`src/rtl/fetch_stage.sv`:
```
// fetch_stage: MIPS instruction-fetch stage with PC, next-PC select, IF/ID register and sticky halt
module fetch_stage #(
    parameter logic [31:0] RESET_PC  = 32'h0000_0000,
    parameter logic [31:0] HALT_WORD = 32'hFFFF_FFFF
) (
    input  logic        clk,
    input  logic        reset,
    input  logic        stall,
    input  logic [1:0]  jb_flag,
    input  logic [31:0] branch_target,
    input  logic [31:0] jump_addr,
    output logic [31:0] imem_addr,
    input  logic [31:0] imem_data,
    output logic [31:0] if_id_instr,
    output logic [31:0] if_id_pc_plus4,
    output logic        if_id_valid,
    output logic        halted,
    output logic [31:0] instr_count
);
    typedef enum logic {FETCH, HALTED} state_t;
    state_t      state;
    logic [31:0] pc;
    logic [31:0] pc_plus4;
    logic        redirect;
    assign pc_plus4  = pc + 32'd4;
    assign redirect  = (jb_flag == 2'b01) || (jb_flag == 2'b10);
    assign imem_addr = pc;
    assign halted    = (state == HALTED);
    // Halt dominates stall; stall freezes everything; redirect squashes the wrong-path fetch before any halt check
    always_ff @(posedge clk or posedge reset)
        if (reset) begin
            state          <= FETCH;
            pc             <= RESET_PC;
            if_id_instr    <= 32'd0;
            if_id_pc_plus4 <= 32'd0;
            if_id_valid    <= 1'b0;
            instr_count    <= 32'd0;
        end else if (state == HALTED) begin
            if_id_instr    <= 32'd0;
            if_id_pc_plus4 <= 32'd0;
            if_id_valid    <= 1'b0;
        end else if (!stall) begin
            if (redirect || imem_data == HALT_WORD) begin
                if_id_instr    <= 32'd0;
                if_id_pc_plus4 <= 32'd0;
                if_id_valid    <= 1'b0;
                if (redirect)
                    pc <= (jb_flag == 2'b01) ? branch_target : jump_addr;
                else
                    state <= HALTED;
            end else begin
                pc             <= pc_plus4;
                if_id_instr    <= imem_data;
                if_id_pc_plus4 <= pc_plus4;
                if_id_valid    <= 1'b1;
                instr_count    <= instr_count + 32'd1;
            end
        end
endmodule

```
`config.mk`:
```
export PLATFORM = sky130hd
export DESIGN_NAME = fetch_stage
export DESIGN_NICKNAME = d
export VERILOG_FILES = /design/src/rtl/fetch_stage.sv
export SDC_FILE = /design/constraint.sdc
export NUM_CORES = 1
export LEC_CHECK = 0
export CELL_PAD_IN_SITES_DETAIL_PLACEMENT = 0
export CELL_PAD_IN_SITES_GLOBAL_PLACEMENT = 1
export CORE_MARGIN = 2
export CORE_UTILIZATION = 25
export CTS_CLUSTER_SIZE = 10
export DETAILED_ROUTE_END_ITERATION = 8
export GPL_ROUTABILITY_DRIVEN = 0
export PLACE_DENSITY = 0.72
export SLEW_MARGIN = 40
export SYNTH_ARGS = -nofsm -noshare
export SYNTH_HDL_FRONTEND = slang
export SYNTH_SLANG_ARGS = --single-unit
```
`constraint.sdc`:
```
create_clock -name clk -period 5.59 [get_ports clk]
set_input_delay 1.677 -clock clk [delete_from_list [all_inputs] [get_ports clk]]
set_output_delay 1.677 -clock clk [all_outputs]
set_load 0.005 [all_outputs]
```
==> summary.md <==
| Metric | Value |
|---|---|
| Number of synthesized flops with an enable pin | 0 |
| CTS tree | built |
| Max Clock Freq | 0.257 GHz |
| CTS Buf Count | 17 |
| Chip height | 166 um |
| Internal Power | 0.00176 W |
| Post-route design area | 0.00992 mm2 |
| Max Cap Violations | 0 |
| Largest net degree at the start of global routing | 81 |
| Adder-cell share of the synthesized area | 0.570% |
| Avg Inst Size Synth | 10.4 um2 |
| Clock Power Share | 47.6% |
| Worst Hold Launch | if_id_pc_plus4[6] |
| Share of the synthesized area in the top cell type | 49.4% |
| Worst R2R Path Depth | 7 |
| Area growth, synth to finish | 50.8% |
| Mux cell area share after synthesis | 6.01% |
| Ports | 231 |
| Slew @ Worst Pin | 0.649 ns |
| Reg2reg end | imem_addr[28] |
| Cell count of the worst hold path | 2 |
| Sequential share of power | 41.7% |
| Syn. warnings | 0 |
| Final wirelength | 22500 um |
| Clk buf depth | 2 |
| Hold_buf cts | 0 |
| Die area | 0.0276 mm2 |
| Crit path required time | 5.89 ns |
| Clock sinks | 130 |
| Largest cells by area after synthesis | dfrtp_1 (49%), xnor2_1 (5.1%), a22o_1 (4.7%) |
| Pwr Total | 0.00237 W |
| Worst VDD drop | 0.192 mV |
| Switching share of power | 25.6% |
| Power per cell area | 239 mW/mm2 |
| CP max FO | 19 |
| # nets final | 962 |
| Final Cycle Share | 69.7% |
| Post-CTS Setup Repair Bufs | 0 |
| CTS root buffer | clkbuf_16 |
| Fin crit period | 3.89 ns |
| Crit path arrival time | 4.19 ns |
| Compound-cell area share of the yosys netlist | 17.2% |
| Final hold violations | 0 |
| Primary FF master, synth | dfrtp_1 |
| Worst-Skew Late Latency | 0.42 ns |
| CP Class | in -> reg |
| Vias | 5836 |
| Flops & latches, synth | 130 |
| Cell Area, Placed | 0.00931 mm2 |
| Clock transition at path regs | 0.06 ns |
| R2R setup slack | 3.05 ns |
| Mapped Cells | 635 |
| Starting density of the core | 25.3% |
| Asr flop ratio synth | 100% |
| Setup total negative slack | 0 ns |
| Fillcell total | 2606 |
| Sequential element share of the synthesized area | 49.4% |
| TritonRoute pass-1 iters | 5 |
| Unrepaired setup endpoints after global routing | no |
| Final Skew | 0.00958 ns |
| Synthesized area | 0.00658 mm2 |
| Gate power share | 10.7% |
| Slew HR | 56.4% |
| Leak | 3.98 nW |
| End of the worst hold path | if_id_pc_plus4[6] |
| Post-Synth Simple-Gate Area | 15.7% |
| Initial antenna violation count | 2 |
| Drt drc | 0 |
| Remaining antenna violation count | 0 |
| Share of cells above drive strength 1 | 8.73% |
| First-pass GRT wire length | 35600 um |
| Mapped Nets | 739 |
| Synth cell types | 56 |
| Xor and xnor fraction of the mapped netlist area | 7.58% |
| Final Setup Violations | 0 |
| Reg2reg start | imem_addr[2] |
| Setup crit end kind | flip-flop |
| Die X | 166 um |
| Fin. max-slew vios | 0 |
| DP HPWL | 16200 um |
| Grt ovf | 0 |
| Row cnt | 59 |
| Status | completed |
| Port Buf Inserts | 230 |
| Vias in the first global route | 6022 |
| Largest family of logic cells by synthesized area | compound AO/OA/AOI/OAI gates |
| Initial DRC count | 278 |
| Wire per inst | 18.6 um |
| # resized after CTS | 0 |
| Synth area leader | dfrtp_1 |
| Hold Path Class | reg -> reg |
| Worst setup SP type | input port |
| Total GRT Usage | 16.4% |
| Core Footprint | 0.0260 mm2 |
| CTS H-tree lvls | 4 |
| Via density | 4.83 |
| Sw power | 0.000605 W |
[metal layers]
metal	GRT usage, %	up-vias	share of wire [%]
li1	-	2786	-
met1	21.7	2872	46
met2	25.8	154	46
met3	4.46	24	5.8
met4	5.73	0	2.2
met5	0	-	0
[per-stage QoR]
step | cells | util [%] | setup slack (ns) | hold slack (ns)
6_report | 1208 | 38.2 | 1.70 | 0.481
3_3_place_gp | 1172 | 35.8 | 1.26 | 0.458
2_1_floorplan | 635 | - | 0.444 | 0.468
5_1_grt | 1208 | 38.2 | 1.58 | 0.508
3_5_place_dp | 1172 | 35.8 | 1.25 | 0.470
4_1_cts | 1204 | 38.1 | 1.70 | 0.484
[cell usage in the layout (no fill, tap or decap), types with 3 or more instances in the layout]
| master | synthesis | layout |
|---|---|---|
| xnor2_1 | 38 | 38 |
| o21a_1 | 4 | 4 |
| nor2_1 | 14 | 14 |
| nor3_1 | 8 | 8 |
| a22o_1 | 35 | 35 |
| nand3_1 | 39 | 39 |
| a31oi_1 | 3 | 3 |
| xor2_1 | 19 | 19 |
| nand2_1 | 66 | 66 |
| clkbuf_16 | 0 | 17 |
| and4_1 | 5 | 5 |
| mux2i_1 | 26 | 26 |
| buf_4 | 1 | 14 |
| o22a_1 | 5 | 5 |
| nor2b_1 | 8 | 7 |
| a2bb2oi_1 | 9 | 9 |
| o211ai_1 | 5 | 5 |
| clkdlybuf4s50_1 | 0 | 230 |
| and2_1 | 5 | 5 |
| a21oi_1 | 28 | 27 |
| o21ai_0 | 34 | 34 |
| nor4_4 | 2 | 3 |
| or4_1 | 3 | 3 |
| a211oi_1 | 8 | 8 |
| and3_1 | 10 | 10 |
| inv_1 | 13 | 12 |
| nand4_1 | 27 | 27 |
| clkinv_4 | 0 | 3 |
| inv_6 | 0 | 4 |
| clkinvlp_4 | 0 | 3 |
| mux2_2 | 12 | 12 |
| dfrtp_1 | 130 | 130 |
| or3_1 | 3 | 3 |
| o32ai_1 | 6 | 6 |
[Yosys cell counts, types with 4 or more instances]
cell and instances:
and4_1 5, a2bb2oi_1 9, mux2i_1 26, nor3_1 8, a22o_1 35, and2_1 5
xnor2_1 38, xor2_1 19, o32ai_1 6, dfrtp_1 130, a21oi_1 28, inv_1 13
nor2_1 14, nand2_1 66, a211oi_1 8, o22a_1 5, mux2_2 12, nor2b_1 8
and3_1 10, buf_2 12, o211ai_1 5, clkbuf_1 26, nand4_1 27, nand3_1 39
o21ai_0 34, o21a_1 4
[cells by family (layout without fill, tap and decap cells)]
| logic type | count (synthesis) | in the layout |
|---|---|---|
| AND/OR/NAND/NOR | 196 | 196 |
| AO/OA/AOI/OAI | 155 | 155 |
| flip-flops | 130 | 130 |
| XOR/XNOR | 57 | 57 |
| buffers and inverters | 56 | 292 |
| multiplexers | 38 | 38 |
| adder cells (fa/ha/maj) | 3 | 3 |
| other | 0 | 2 |
[power by group through the flow]
stage	Combinational, W	Clock, W	Sequential [W]
3_3_place_gp	0.000253	0	0.00100
4_1_cts	0.000257	0.00116	0.000988
6_report	0.000253	0.00113	0.000988
5_1_grt	0.000276	0.00119	0.000992
2_1_floorplan	0.000109	0	0.000996
3_5_place_dp	0.000256	0	0.00101
[worst max-delay path, stage by stage]
cell             delay [ns]
clkdlybuf4s50_1        0.50
nand4_1                0.28
or4_1                  0.73
o21ai_4                0.41
buf_4                  0.33
nor3_1                 0.10
xor2_1                 0.15
[flip-flops by register name, summed over array words and instances, names as in the netlist]
register	flops
if_id_valid	1
if_id_instr	32
instr_count	32
if_id_pc_plus4	32
imem_addr	32
halted	1
[layout make-up]
cell class	instances	area, um2	area share, %
sequential	130	3250	32.8
multi-input combinational	449	3160	31.8
timing repair buffer	246	2440	24.6
clock buffer	18	429	4.32
tap	335	419	4.22
clock inverter	14	154	1.55
inverter	14	60.1	0.605
antenna	2	5.00	0.0504
[how the worst max path moves through the flow]
stage,startpoint,endpoint,slack [ns],depth (start not counted)
6_report,imem_data[2],instr_count[7],1.70,7
5_1_grt,imem_data[30],instr_count[5],1.58,7
4_1_cts,imem_data[26],instr_count[7],1.70,7
3_5_place_dp,imem_data[26],instr_count[5],1.25,7
3_3_place_gp,imem_data[30],instr_count[7],1.26,7
2_1_floorplan,reset,halted,0.44,1
(Power assumes the default switching activity.)
